### src/rtl/axil_arb_pkg.sv
// Shared encodings for the 2:1 AXI4-Lite arbiter.
package axil_arb_pkg;

  typedef enum logic [2:0] {
    IDLE    = 3'd0,
    RD_ADDR = 3'd1,
    RD_DATA = 3'd2,
    WR_ADDR = 3'd3,
    WR_RESP = 3'd4
  } state_t;

  localparam logic PORT0 = 1'b0;
  localparam logic PORT1 = 1'b1;

endpackage

### src/rtl/axil_arbiter_2to1_rr_arb2.sv
// Two-way round-robin picker: on a tie the port that did not win last time wins.
module rr_arb2
  import axil_arb_pkg::*;
(
  input  logic [1:0] req,
  input  logic       last,
  output logic       gnt_idx,
  output logic       gnt_valid
);

  // pure combinational pick; the caller registers the result
  always_comb begin
    gnt_valid = |req;
    gnt_idx   = PORT0;
    case (req)
      2'b01:   gnt_idx = PORT0;
      2'b10:   gnt_idx = PORT1;
      2'b11:   gnt_idx = ~last;
      default: gnt_idx = PORT0;
    endcase
  end

endmodule

### src/rtl/axil_arbiter_2to1.sv
// Two AXI4-Lite masters sharing one AXI4-Lite slave, one transaction in flight.
//
//   state   | meaning
//   --------+----------------------------------------------------------
//   IDLE    | pick a requester (round-robin), no downstream valid
//   RD_ADDR | forwarding AR of the granted port
//   RD_DATA | forwarding R back to the granted port
//   WR_ADDR | forwarding AW and W; each channel completes independently
//   WR_RESP | forwarding B back to the granted port
module axil_arbiter_2to1
  import axil_arb_pkg::*;
#(
  parameter int ADDR_W = 32,
  parameter int DATA_W = 32
) (
  input  logic                clk_i,
  input  logic                rst_i,

  input  logic                s0_awvalid,
  output logic                s0_awready,
  input  logic [ADDR_W-1:0]   s0_awaddr,
  input  logic [2:0]          s0_awprot,
  input  logic                s0_wvalid,
  output logic                s0_wready,
  input  logic [DATA_W-1:0]   s0_wdata,
  input  logic [DATA_W/8-1:0] s0_wstrb,
  output logic                s0_bvalid,
  input  logic                s0_bready,
  input  logic                s0_arvalid,
  output logic                s0_arready,
  input  logic [ADDR_W-1:0]   s0_araddr,
  input  logic [2:0]          s0_arprot,
  output logic                s0_rvalid,
  input  logic                s0_rready,
  output logic [DATA_W-1:0]   s0_rdata,

  input  logic                s1_awvalid,
  output logic                s1_awready,
  input  logic [ADDR_W-1:0]   s1_awaddr,
  input  logic [2:0]          s1_awprot,
  input  logic                s1_wvalid,
  output logic                s1_wready,
  input  logic [DATA_W-1:0]   s1_wdata,
  input  logic [DATA_W/8-1:0] s1_wstrb,
  output logic                s1_bvalid,
  input  logic                s1_bready,
  input  logic                s1_arvalid,
  output logic                s1_arready,
  input  logic [ADDR_W-1:0]   s1_araddr,
  input  logic [2:0]          s1_arprot,
  output logic                s1_rvalid,
  input  logic                s1_rready,
  output logic [DATA_W-1:0]   s1_rdata,

  output logic                m_awvalid,
  input  logic                m_awready,
  output logic [ADDR_W-1:0]   m_awaddr,
  output logic [2:0]          m_awprot,
  output logic                m_wvalid,
  input  logic                m_wready,
  output logic [DATA_W-1:0]   m_wdata,
  output logic [DATA_W/8-1:0] m_wstrb,
  input  logic                m_bvalid,
  output logic                m_bready,
  output logic                m_arvalid,
  input  logic                m_arready,
  output logic [ADDR_W-1:0]   m_araddr,
  output logic [2:0]          m_arprot,
  input  logic                m_rvalid,
  output logic                m_rready,
  input  logic [DATA_W-1:0]   m_rdata
);

  state_t     state;
  logic       grant;
  logic       last_grant;
  logic       aw_done;
  logic       w_done;

  logic [1:0] wr_req;
  logic [1:0] rd_req;
  logic       pick_idx;
  logic       pick_valid;
  logic       aw_hs;
  logic       w_hs;

  // a write needs both AW and W presented; a lone AW or W is not a request
  assign wr_req = {s1_awvalid & s1_wvalid, s0_awvalid & s0_wvalid};
  assign rd_req = {s1_arvalid, s0_arvalid};

  rr_arb2 u_rr_arb2 (
    .req       (wr_req | rd_req),
    .last      (last_grant),
    .gnt_idx   (pick_idx),
    .gnt_valid (pick_valid)
  );

  // payloads are not registered: masters hold them stable while valid
  assign m_awaddr = (grant == PORT1) ? s1_awaddr : s0_awaddr;
  assign m_awprot = (grant == PORT1) ? s1_awprot : s0_awprot;
  assign m_wdata  = (grant == PORT1) ? s1_wdata  : s0_wdata;
  assign m_wstrb  = (grant == PORT1) ? s1_wstrb  : s0_wstrb;
  assign m_araddr = (grant == PORT1) ? s1_araddr : s0_araddr;
  assign m_arprot = (grant == PORT1) ? s1_arprot : s0_arprot;

  // read data is broadcast; only rvalid qualifies it per port
  assign s0_rdata = m_rdata;
  assign s1_rdata = m_rdata;

  assign aw_hs = m_awvalid & m_awready;
  assign w_hs  = m_wvalid & m_wready;

  // handshake steering, gated by state so stray downstream responses are dropped
  always_comb begin
    m_awvalid  = (state == WR_ADDR) & ~aw_done;
    m_wvalid   = (state == WR_ADDR) & ~w_done;
    m_arvalid  = (state == RD_ADDR);
    m_bready   = (state == WR_RESP) & ((grant == PORT1) ? s1_bready : s0_bready);
    m_rready   = (state == RD_DATA) & ((grant == PORT1) ? s1_rready : s0_rready);

    s0_awready = aw_hs & (grant == PORT0);
    s1_awready = aw_hs & (grant == PORT1);
    s0_wready  = w_hs & (grant == PORT0);
    s1_wready  = w_hs & (grant == PORT1);
    s0_arready = m_arvalid & m_arready & (grant == PORT0);
    s1_arready = m_arvalid & m_arready & (grant == PORT1);
    s0_bvalid  = (state == WR_RESP) & m_bvalid & (grant == PORT0);
    s1_bvalid  = (state == WR_RESP) & m_bvalid & (grant == PORT1);
    s0_rvalid  = (state == RD_DATA) & m_rvalid & (grant == PORT0);
    s1_rvalid  = (state == RD_DATA) & m_rvalid & (grant == PORT1);
  end

  // transaction sequencer; last_grant only moves once a response completes
  always_ff @(posedge clk_i or posedge rst_i) begin
    if (rst_i) begin
      state      <= IDLE;
      grant      <= PORT0;
      last_grant <= PORT1;
      aw_done    <= 1'b0;
      w_done     <= 1'b0;
    end else begin
      case (state)
        IDLE: begin
          if (pick_valid) begin
            grant <= pick_idx;
            state <= wr_req[pick_idx] ? WR_ADDR : RD_ADDR;
          end
        end
        RD_ADDR: begin
          if (m_arready) state <= RD_DATA;
        end
        RD_DATA: begin
          if (m_rvalid & m_rready) begin
            last_grant <= grant;
            state      <= IDLE;
          end
        end
        WR_ADDR: begin
          if ((aw_done | aw_hs) & (w_done | w_hs)) begin
            aw_done <= 1'b0;
            w_done  <= 1'b0;
            state   <= WR_RESP;
          end else begin
            if (aw_hs) aw_done <= 1'b1;
            if (w_hs)  w_done  <= 1'b1;
          end
        end
        WR_RESP: begin
          if (m_bvalid & m_bready) begin
            last_grant <= grant;
            state      <= IDLE;
          end
        end
        default: state <= IDLE;
      endcase
    end
  end

endmodule

### config.mk
export PLATFORM = sky130hd
export DESIGN_NAME = axil_arbiter_2to1
export DESIGN_NICKNAME = d
export VERILOG_FILES = /design/src/rtl/axil_arb_pkg.sv /design/src/rtl/axil_arbiter_2to1_rr_arb2.sv /design/src/rtl/axil_arbiter_2to1.sv
export SDC_FILE = /design/constraint.sdc
export NUM_CORES = 1
export LEC_CHECK = 0
export BUFFER_PORTS_ARGS = -buffer_cell sky130_fd_sc_hd__buf_2
export CAP_MARGIN = 20
export CORE_AREA = 10 10 167 169
export CTS_CLUSTER_SIZE = 16
export DETAILED_ROUTE_END_ITERATION = 6
export DIE_AREA = 0 0 177 179
export GPL_ROUTABILITY_DRIVEN = 0
export SETUP_SLACK_MARGIN = 0.1
export SLEW_MARGIN = 20
export SYNTH_ARGS = -nofsm -noshare
export SYNTH_HDL_FRONTEND = slang
export SYNTH_SLANG_ARGS = --single-unit
### constraint.sdc
create_clock -name clk_i -period 2.15 [get_ports clk_i]
set_input_delay 0.5375 -clock clk_i [delete_from_list [all_inputs] [get_ports clk_i]]
set_output_delay 0.5375 -clock clk_i [all_outputs]
set_load 0.005 [all_outputs]
==> flow_metrics.tcl <==
set metrics [dict create \
    status "finished clean" \
    antenna_found_initial 1 \
    syn_inst 256 \
    period_share_pct 95.8 \
    netlist_top_cells_area "mux2_2 53%, buf_4 21%, dfrtp_1 6.5%" \
    crit_type "register to output pin" \
    syn_avg_cell_area_um2 8.96 \
    drive_gt1_share_pct 88.9 \
    r2r_slack_ns 0.44 \
    grt-ovfl-total 0 \
    synth.top_cell.area_share_pct 52.5 \
    grt_pass1_wl_um 20500 \
    grt_max_degree 31 \
    dr.pass1.iters 4 \
    slew_violations 0 \
    r2r-end "state[1]$_DFFE_PP0P_" \
    cts_buffers 3 \
    max_cap_viol_count 0 \
    tightestPinTransition_ns 0.336 \
    async_reset_ff_share_pct 100 \
    wirelength_um 15700 \
    vias_per_cell 3.46 \
    ctsHoldBuffers 0 \
    setup_slack_ns 0.0894 \
    rsz0062_at_grt "yes" \
    drtAntennaViolNets 0 \
    design_area_mm2 0.00439 \
    timing.rr.start "grant$_DFFE_PP0P_" \
    ys_ff_latch 7 \
    wl_per_cell_um 17.9 \
    tritoncts "yes" \
    io_pins 446 \
    cts_max_level 1 \
    clk_latency_ns 0.23 \
    tns_ns 0 \
    synth_fp_nets 517 \
    cts_buffer_depth 2 \
    endpoint "m_araddr[30]" \
    max_stage_delay_ns 0.51 \
    cellLeakagePower_nw 2.29 \
    total_power_mw 4.33 \
    critPathCaptureType "output pin" \
    fin_nets 811 \
    drc 0 \
    setup_viol 0 \
    critPathLaunch "grant$_DFFE_PP0P_" \
    yosysSeqAreaShare_pct 7.69 \
    core_mm2 0.0247 \
    worst-endpoint-arrival_ns 1.52 \
    rows 58 \
    r2r_cells 6 \
    detailedPlace.worstSlack_ns 0.262 \
    fin_worst_skew_ns 0.00405 \
    synthesis.area_mm2 0.00229 \
    place_area_mm2 0.00399 \
    synth_edf_count 0 \
    startpoint_type "register" \
    die-area_mm2 0.0317 \
    hold_viol 0 \
    post-dp-hpwl_um 13500 \
    grt_pass1_vias 3281 \
    track_usage_pct 8.33 \
    max_slew_margin_pct 77.5 \
    ys.flop_type "dfrtp_1" \
    clk_pin_slew_ns 0.04 \
    root_buffer "clkbuf_16" \
    area_growth_pct 91.3 \
    clkSinkCount 7 \
    power_density_mw_per_mm2 987 \
    io_buffers 349 \
    die_h_um 179 \
    ys_warn_count 0 \
    worstPathMaxFanout 8 \
    drt_iter0_drc 82 \
    start_util_pct 9.27 \
    yosys.area.top_type "mux2_2" \
    ir_worst_vdd_mv 0.399 \
    fin_crit_ns 2.06 \
    fmax_ghz 0.485 \
    synth_cell_type_count 27 \
    via_count 3048 \
    die_w_um 177 \
    path_cells "buf_12 -> buf_16 -> mux2_2 -> buf_2" \
    required_ns 1.61 \
    slowest_stage "dfrtp_4" \
    hp-class "primary input to asynchronous set/reset pin" \
    fin_util_pct 17.7 \
]
-- cells in the mapped netlist, drive strengths merged (2+ instances only) --
master    n
inv       2
buf      78
nand3b    2
nand4b    2
nand2     8
dfrtp     6
mux2    109
nor2b     4
nand2b    2
a21oi     6
nor2     19
and3      4
nand3     3
-- sequential cells by signal (all words and copies together), names as in the netlist --
name,count
w_done,1
aw_done,1
grant,1
state,3
last_grant,1
-- critical path: cells and delay by family, from the launching register on --
family,cells,cell delay (ns)
buf+inv,3,0.45
flops,1,0.51
mux,1,0.33
-- kinds of logic after synthesis --
family / Yosys count / share of synthesized area (%)
AOI/OAI and AO/OA: 13 / 4.04
buffers and inverters: 81 / 24.8
DFF: 7 / 7.69
muxes: 109 / 53.8
and+or+nand+nor: 46 / 9.70
-- through the flow --
step | cells | hold WS (ns)
after floorplan | 256 | 0.340
after global placement | 863 | 0.495
after detailed placement | 863 | 0.497
after CTS | 874 | 0.259
after global routing | 880 | 0.267
final | 881 | 0.245
-- cell usage in the layout, fill, tap and decap left out, types with 2 or more instances in the layout --
cell type and n:
nor2b_1 4, nand4b_1 2, and3_1 3, mux2_4 5, mux2_2 104, nand3_2 2
nor2_1 19, nand3b_1 2, buf_2 346, a21oi_1 6, nand2_1 8, buf_6 5
clkbuf_16 6, inv_1 2, buf_16 6, nand2b_1 2, diode_2 2, dfrtp_1 3
buf_12 3, buf_4 5, dfrtp_2 2
-- layer usage --
layer / share of wire, % / up-vias / global-route usage, %
li1: - / 1433 / -
met1: 39 / 1400 / 10.1
met2: 49 / 185 / 14.0
met3: 9.4 / 30 / 2.74
met4: 2.0 / 0 / 1.79
met5: 0 / - / 0
-- how the worst min path moves through the flow --
stage | end | slack (ns) | cells past startpoint
after global placement | w_done$_DFFE_PP0P_ | 0.50 | 2
after floorplan | aw_done$_DFFE_PP0P_ | 0.34 | 1
after detailed placement | w_done$_DFFE_PP0P_ | 0.50 | 2
after CTS | w_done$_DFFE_PP0P_ | 0.26 | 2
final | w_done$_DFFE_PP0P_ | 0.25 | 2
after global routing | w_done$_DFFE_PP0P_ | 0.27 | 2
-- power breakdown --
part           leakage [nW]  total, mW  internal, mW  switching, mW
logic                  2.17       3.70          2.16           1.53
registers            0.0813      0.324         0.217          0.107
clock network        0.0382      0.311         0.246         0.0644
-- repair_timing --
item / in CTS / in global routing
pin swaps: 0 / 1
cloned: 4 / 3
setup endpoints to repair: 53 / 58
gates resized for setup: 5 / 14
buffers inserted: 3 / 2
-- cell type report --
type,count,area [um^2]
Timing Repair Buffer,368,2130
Clock buffer,4,78.8
Inverter,2,7.51
Antenna cell,2,5.00
Multi-Input combinational cell,168,1580
Sequential cell,7,183
Fill cell,2774,20400
Tap cell,330,413
Power figures use the tool's default switching activity.
